**src/rtl/demux_pipe_pkg.sv**
```systemverilog
// Shared constants and types for the packet demultiplexer.
package demux_pipe_pkg;

    // Header destination codes; any code at or above DEST_DROP discards the packet.
    localparam logic [1:0] DEST_OUT  = 2'd0;
    localparam logic [1:0] DEST_FWD  = 2'd1;
    localparam logic [1:0] DEST_DROP = 2'd2;

    // Header field placement: LEN sits at the bottom, DEST directly above it.
    localparam int LEN_LSB   = 0;
    localparam int DEF_LEN_W = 16;
    localparam int DEST_LSB  = LEN_LSB + DEF_LEN_W;
    localparam int DEST_W    = 2;

    typedef enum logic [1:0] {
        HDR  = 2'd0,
        BODY = 2'd1,
        DROP = 2'd2
    } state_t;

    // True when a destination code means "discard the packet".
    function automatic logic is_drop(input logic [1:0] dest);
        return dest >= DEST_DROP;
    endfunction

endpackage

```
**src/rtl/demux_slot.sv**
```systemverilog
// One-entry output register slice. Holds a single beat for one consumer and
// can take a new beat in the same cycle the held beat is drained.
module demux_slot #(
    parameter int DATA_W = 128
) (
    input  logic              clk,
    input  logic              rst,
    input  logic              load,
    input  logic [DATA_W-1:0] load_data,
    output logic              accept,
    output logic              valid,
    output logic [DATA_W-1:0] data,
    input  logic              deq
);

    // Free when empty, or when the held beat leaves this cycle.
    assign accept = !valid || deq;

    // Load wins over drain so a simultaneous load/drain keeps the slot full.
    always_ff @(posedge clk) begin
        if (rst) begin
            valid <= 1'b0;
            data  <= '0;
        end else if (load) begin
            valid <= 1'b1;
            data  <= load_data;
        end else if (deq) begin
            valid <= 1'b0;
        end
    end

endmodule

```
**src/rtl/demux_pipe.sv**
```systemverilog
// Splits one beat stream into a local and a forward output, or discards it,
// one packet at a time under control of a header beat.
//
// Handshake: a beat moves across an interface exactly in the cycle its ENA is
// high; ENA on an input is only raised while the matching RDY is high, and the
// RDY this block drives never looks at the incoming data.
module demux_pipe
    import demux_pipe_pkg::*;
#(
    parameter int DATA_W = 128,
    parameter int LEN_W  = DEF_LEN_W,
    parameter int CNT_W  = 16
) (
    input  logic              CLK,
    input  logic              RST,
    input  logic              in_enq__ENA,
    input  logic [DATA_W-1:0] in_enq_v,
    output logic              in_enq__RDY,
    output logic              out_enq__ENA,
    output logic [DATA_W-1:0] out_enq_v,
    input  logic              out_enq__RDY,
    output logic              forward_enq__ENA,
    output logic [DATA_W-1:0] forward_enq_v,
    input  logic              forward_enq__RDY,
    output logic [CNT_W-1:0]  dropCount,
    output logic [1:0]        dbg_state
);

    localparam int DEST_POS = LEN_LSB + LEN_W;

    state_t            state, state_next;
    logic [1:0]        dest_q;
    logic [LEN_W-1:0]  remaining;
    logic [CNT_W-1:0]  drop_cnt;

    logic [LEN_W-1:0]  hdr_len;
    logic [1:0]        hdr_dest;
    logic [1:0]        cur_dest;
    logic              take;
    logic              out_load, fwd_load;
    logic              out_accept, fwd_accept;
    logic              out_valid, fwd_valid;

    assign hdr_len   = in_enq_v[LEN_LSB +: LEN_W];
    assign hdr_dest  = in_enq_v[DEST_POS +: DEST_W];
    assign take      = in_enq__ENA && in_enq__RDY;
    assign dropCount = drop_cnt;
    assign dbg_state = state;

    // Ready by state, and steering of an accepted beat into its slot.
    always_comb begin
        in_enq__RDY = 1'b0;
        cur_dest    = dest_q;
        out_load    = 1'b0;
        fwd_load    = 1'b0;
        case (state)
            HDR: begin
                in_enq__RDY = out_accept && fwd_accept;
                cur_dest    = hdr_dest;
            end
            BODY: in_enq__RDY = (dest_q == DEST_OUT) ? out_accept : fwd_accept;
            DROP: in_enq__RDY = 1'b1;
            default: in_enq__RDY = 1'b0;
        endcase
        if (take && state != DROP) begin
            out_load = (cur_dest == DEST_OUT);
            fwd_load = (cur_dest == DEST_FWD);
        end
    end

    // Next-state: a nonzero-length header opens a packet, the last body beat closes it.
    always_comb begin
        state_next = state;
        if (take) begin
            case (state)
                HDR: begin
                    if (hdr_len != '0)
                        state_next = is_drop(hdr_dest) ? DROP : BODY;
                end
                BODY, DROP: begin
                    if (remaining == LEN_W'(1))
                        state_next = HDR;
                end
                default: state_next = HDR;
            endcase
        end
    end

    // State register.
    always_ff @(posedge CLK) begin
        if (RST) state <= HDR;
        else     state <= state_next;
    end

    // Packet bookkeeping: latched destination, body countdown, saturating drop count.
    always_ff @(posedge CLK) begin
        if (RST) begin
            dest_q    <= DEST_OUT;
            remaining <= '0;
            drop_cnt  <= '0;
        end else if (take) begin
            if (state == HDR) begin
                dest_q    <= hdr_dest;
                remaining <= hdr_len;
                if (is_drop(hdr_dest) && drop_cnt != '1)
                    drop_cnt <= drop_cnt + CNT_W'(1);
            end else if (remaining != '0) begin
                remaining <= remaining - LEN_W'(1);
            end
        end
    end

    demux_slot #(.DATA_W(DATA_W)) u_out_slot (
        .clk       (CLK),
        .rst       (RST),
        .load      (out_load),
        .load_data (in_enq_v),
        .accept    (out_accept),
        .valid     (out_valid),
        .data      (out_enq_v),
        .deq       (out_enq__RDY)
    );

    demux_slot #(.DATA_W(DATA_W)) u_fwd_slot (
        .clk       (CLK),
        .rst       (RST),
        .load      (fwd_load),
        .load_data (in_enq_v),
        .accept    (fwd_accept),
        .valid     (fwd_valid),
        .data      (forward_enq_v),
        .deq       (forward_enq__RDY)
    );

    assign out_enq__ENA     = out_valid && out_enq__RDY;
    assign forward_enq__ENA = fwd_valid && forward_enq__RDY;

endmodule

```
**config.mk**
```make
export PLATFORM = sky130hd
export DESIGN_NAME = demux_pipe
export DESIGN_NICKNAME = d
export VERILOG_FILES = /design/src/rtl/demux_pipe_pkg.sv /design/src/rtl/demux_slot.sv /design/src/rtl/demux_pipe.sv
export SDC_FILE = /design/constraint.sdc
export NUM_CORES = 1
export LEC_CHECK = 0
export CAP_MARGIN = 20
export CORE_ASPECT_RATIO = 1.2
export CORE_UTILIZATION = 45
export DETAILED_ROUTE_END_ITERATION = 16
export GPL_TIMING_DRIVEN = 0
export PLACE_DENSITY = 0.77
export SLEW_MARGIN = 20
export SYNTH_ARGS = -nofsm -noshare
export SYNTH_HDL_FRONTEND = slang
export SYNTH_SLANG_ARGS = --single-unit
export TNS_END_PERCENT = 50
```
**constraint.sdc**
```tcl
create_clock -name CLK -period 2.8 [get_ports CLK]
set_clock_uncertainty 0.1 [all_clocks]
set_input_delay 0.56 -clock CLK [delete_from_list [all_inputs] [get_ports CLK]]
set_output_delay 0.56 -clock CLK [all_outputs]
set_load 0.01 [all_outputs]
```
==> impl_metrics.csv <==
group,metric,value,unit
outcome,status,"complete, no violations",
timing,fmax,365,MHz
logic_synthesis,syn_inst,1467,
clock_tree,cts_tree,"yes",
clock_tree,clock_latency,560,ps
timing,maxSlewViolCount,0,
floorplanning,std_cell_rows,68,
pwr,power.density,761,nW/um2
logic_synthesis,ys_async_sr_fraction,0,
cells_and_area,postLayoutCoreUtil,0.660,
timing,hold_viol,0,
pwr,pwr-share-comb,0.358,
detailed_routing,drt_iter0_drc,946,
cells_and_area,nets,2054,
placed_design,portBuffers,409,
global_routing,grt_pass1_vias,13200,
pwr,vdd_drop_max,0.449,mV
placed_design,dp_slack,-1170,ps
detailed_routing,drc,0,
pwr,p_seq_frac,0.339,
pwr,power,14.5,mW
clock_tree,cts-buffers-inserted,31,
detailed_routing,viasPerCell,5.73,
worst_setup_path,cp.arrival,2080,ps
global_routing,grt_max_degree,16,
clock_tree,cts_max_level,1,
floorplanning,die_area,30200,um2
logic_synthesis,synth_ff_type,"dfxtp_1",
timing,period_minus_slack,2740,ps
pwr,p_int,9.43,mW
pwr,p_leak,6.19,nW
clock_tree,cts.clk_slew.worst_paths,70,ps
timing,finalSetupTns,0,ps
cells_and_area,fill_cells,2414,
timing,final.setup.worst_slack,58.4,ps
placed_design,placed_cells,2261,
global_routing,antenna_found_initial,3,
worst_setup_path,criticalPathCategory,"flop to primary output",
worst_setup_path,crit_path_end_kind,"primary output",
global_routing,grt_overflow_total,0,
worst_setup_path,cp_max_fo,10,
timing,tightest_slew,858,ps
pwr,power_frac_clock,0.302,
global_routing,track_usage,0.314,
clock_tree,clockRootBuffer,"clkbuf_16",
floorplanning,start_util,0.459,
global_routing,grt_pass1_wl,75700,um
timing,finalSetupViolations,0,
pwr,p_sw,5.09,mW
detailed_routing,ant_nets,0,
floorplanning,die_w,159,um
cells_and_area,layout-drive-gt1-share,0.203,
timing,period_share,0.979,
logic_synthesis,yosys_warnings,0,
clock_tree,clockBufferDepth,3,
placed_design,place_congestion,0.946,
logic_synthesis,yosysSeqAreaShare,0.443,
detailed_routing,wire_per_inst,21.1,um
detailed_routing,firstDrtPassIters,7,
placed_design,dpl.hpwl,36300,um
worst_setup_path,required,2140,ps
floorplanning,core_area,28900,um2
logic_synthesis,synth_edf_count,0,
clock_tree,cts.sinks,294,
detailed_routing,vias,13300,
logic_synthesis,synth_cell_type_count,59,
cells_and_area,area_growth,43.6,%
hold_path,hp-class,"flop to flop",
timing,slew_headroom,0.428,
logic_synthesis,synth.avg_cell_area,9.06,um2
floorplanning,die-height,190,um
detailed_routing,finalWirelength,49200,um
placed_design,place_area,17900,um2
logic_synthesis,synth.ff_latch_count,294,
worst_setup_path,start_kind,"flop",
cells_and_area,stdcell_area,19100,um2
floorplanning,io_pins,410,
run,drv_cap,0,
logic_synthesis,synthesis.area,13300,um2
timing,worst_hold_slack,367,ps
logic_synthesis,synth_fp_nets,1608,
pwr,swShare,0.351,
cells_and_area,instances_no_fill,2326,
==> area by class of cell <==
type | count | area (um2) | share of cell area
Timing Repair Buffer | 414 | 4130 | 0.216
Multi-Input combinational cell | 1001 | 6230 | 0.327
Sequential cell | 294 | 5890 | 0.309
Antenna cell | 4 | 10.0 | 0.000525
Buffer | 158 | 1190 | 0.0626
Clock buffer | 44 | 915 | 0.0479
Clock inverter | 13 | 178 | 0.00931
Inverter | 13 | 48.8 | 0.00256
Tap cell | 385 | 482 | 0.0252
==> flip-flops by register name (all words and copies together) (netlist names) <==
signal            flops
u_out_slot.valid      1
u_fwd_slot.valid      1
u_out_slot.data     128
dest_q                2
remaining            16
u_fwd_slot.data     128
dropCount            16
dbg_state             2
==> metal layers <==
layer | vias to the layer above | global-route usage | wire length, um
met2 | 574 | 0.532 | 23300
met3 | 146 | 0.0618 | 3560
met1 | 6347 | 0.380 | 19600
li1 | 6254 | - | -
met5 | - | 0 | 0
met4 | 0 | 0.160 | 2720
==> cell usage after synthesis, drive strengths merged (3+ instances only) <==
library cell / number / area, um2
clkbuf: 58 / 219
ha: 8 / 100
o311ai: 8 / 70.1
or4: 9 / 67.6
o31ai: 21 / 158
mux2: 7 / 78.8
buf: 101 / 937
nand2: 18 / 67.6
and2: 4 / 25.0
o211a: 3 / 30.0
nor2b: 6 / 37.5
a21oi: 281 / 2150
nor4: 12 / 75.1
inv: 13 / 48.8
nand2b: 3 / 18.8
a22oi: 3 / 22.5
nand4: 9 / 56.3
o41ai: 3 / 26.3
dfxtp: 294 / 5890
nor2: 32 / 120
o21ai: 267 / 1390
nand3: 268 / 1340
nor3: 7 / 46.3
a31oi: 3 / 18.8
==> placed cells by master, fill, tap and decap left out, types with 5 or more instances in the layout <==
| cell | n |
|---|---|
| clkdlybuf4s50_1 | 407 |
| dfxtp_1 | 291 |
| nand3_1 | 268 |
| o21ai_1 | 226 |
| a21oi_2 | 199 |
| a21oi_1 | 82 |
| clkbuf_1 | 49 |
| nor2_1 | 32 |
| clkbuf_16 | 31 |
| buf_6 | 28 |
| buf_2 | 28 |
| o21ai_0 | 27 |
| o31ai_1 | 21 |
| nand2_1 | 18 |
| clkbuf_2 | 14 |
| buf_8 | 14 |
| o21ai_2 | 14 |
| buf_1 | 14 |
| inv_1 | 12 |
| nor4_1 | 12 |
| buf_12 | 10 |
| nand4_1 | 9 |
| or4_1 | 9 |
| clkbuf_8 | 9 |
| buf_4 | 8 |
| o311ai_0 | 8 |
| ha_1 | 8 |
| nor3_1 | 6 |
| nor2b_1 | 6 |
| mux2_2 | 5 |
| clkinv_2 | 5 |
==> worst max-delay path, cell delays in order (launching register included) <==
cell	delay [ps]
dfxtp_4	380
inv_1	60
ha_1	230
buf_6	160
a31o_4	240
nor2_1	90
nor2_1	60
dlygate4sd2_1	290
==> power by group through the flow <==
stage,clock network (mW),registers [mW],logic (mW)
2_1_floorplan,0,5.13,2.89
3_3_place_gp,0,4.99,5.01
3_5_place_dp,0,5.00,5.05
4_1_cts,4.43,4.92,5.11
5_1_grt,4.60,4.98,5.56
6_report,4.39,4.93,5.20
==> worst paths after layout <==
| path | start | to | slack [ps] | cells after the start |
|---|---|---|---|---|
| min reg2reg | u_fwd_slot.data[67]$_SDFFE_PP0P_ | u_fwd_slot.data[67]$_SDFFE_PP0P_ | 370 | 2 |
| max | dbg_state[0]$_SDFFE_PP0P_ | in_enq__RDY | 60 | 7 |
| min | u_fwd_slot.data[67]$_SDFFE_PP0P_ | u_fwd_slot.data[67]$_SDFFE_PP0P_ | 370 | 2 |
| max reg2reg | dbg_state[0]$_SDFFE_PP0P_ | u_out_slot.data[61]$_SDFFE_PP0P_ | 130 | 9 |
==> what timing repair did <==
item / 4_1_cts / 5_1_grt
hold buffers: 0 / 0
pin swaps: 1 / 2
endpoints found under the hold margin: 0 / 0
endpoints found under the setup margin: 259 / 197
resized for setup: 20 / 22
setup buffers: 0 / 5
==> cells by family (layout without fill, tap and decap cells) <==
group / Yosys count / after routing / synth area share
xor+xnor: 1 / 1 / 0.000659
simple gates: 380 / 380 / 0.146
buf+inv: 172 / 642 / 0.0907
other cells: 0 / 4 / 0
compound gates: 604 / 604 / 0.305
fa+ha+maj: 8 / 8 / 0.00753
mux: 8 / 8 / 0.00669
flops: 294 / 294 / 0.443
No activity file was read; power rests on OpenSTA's default activity.
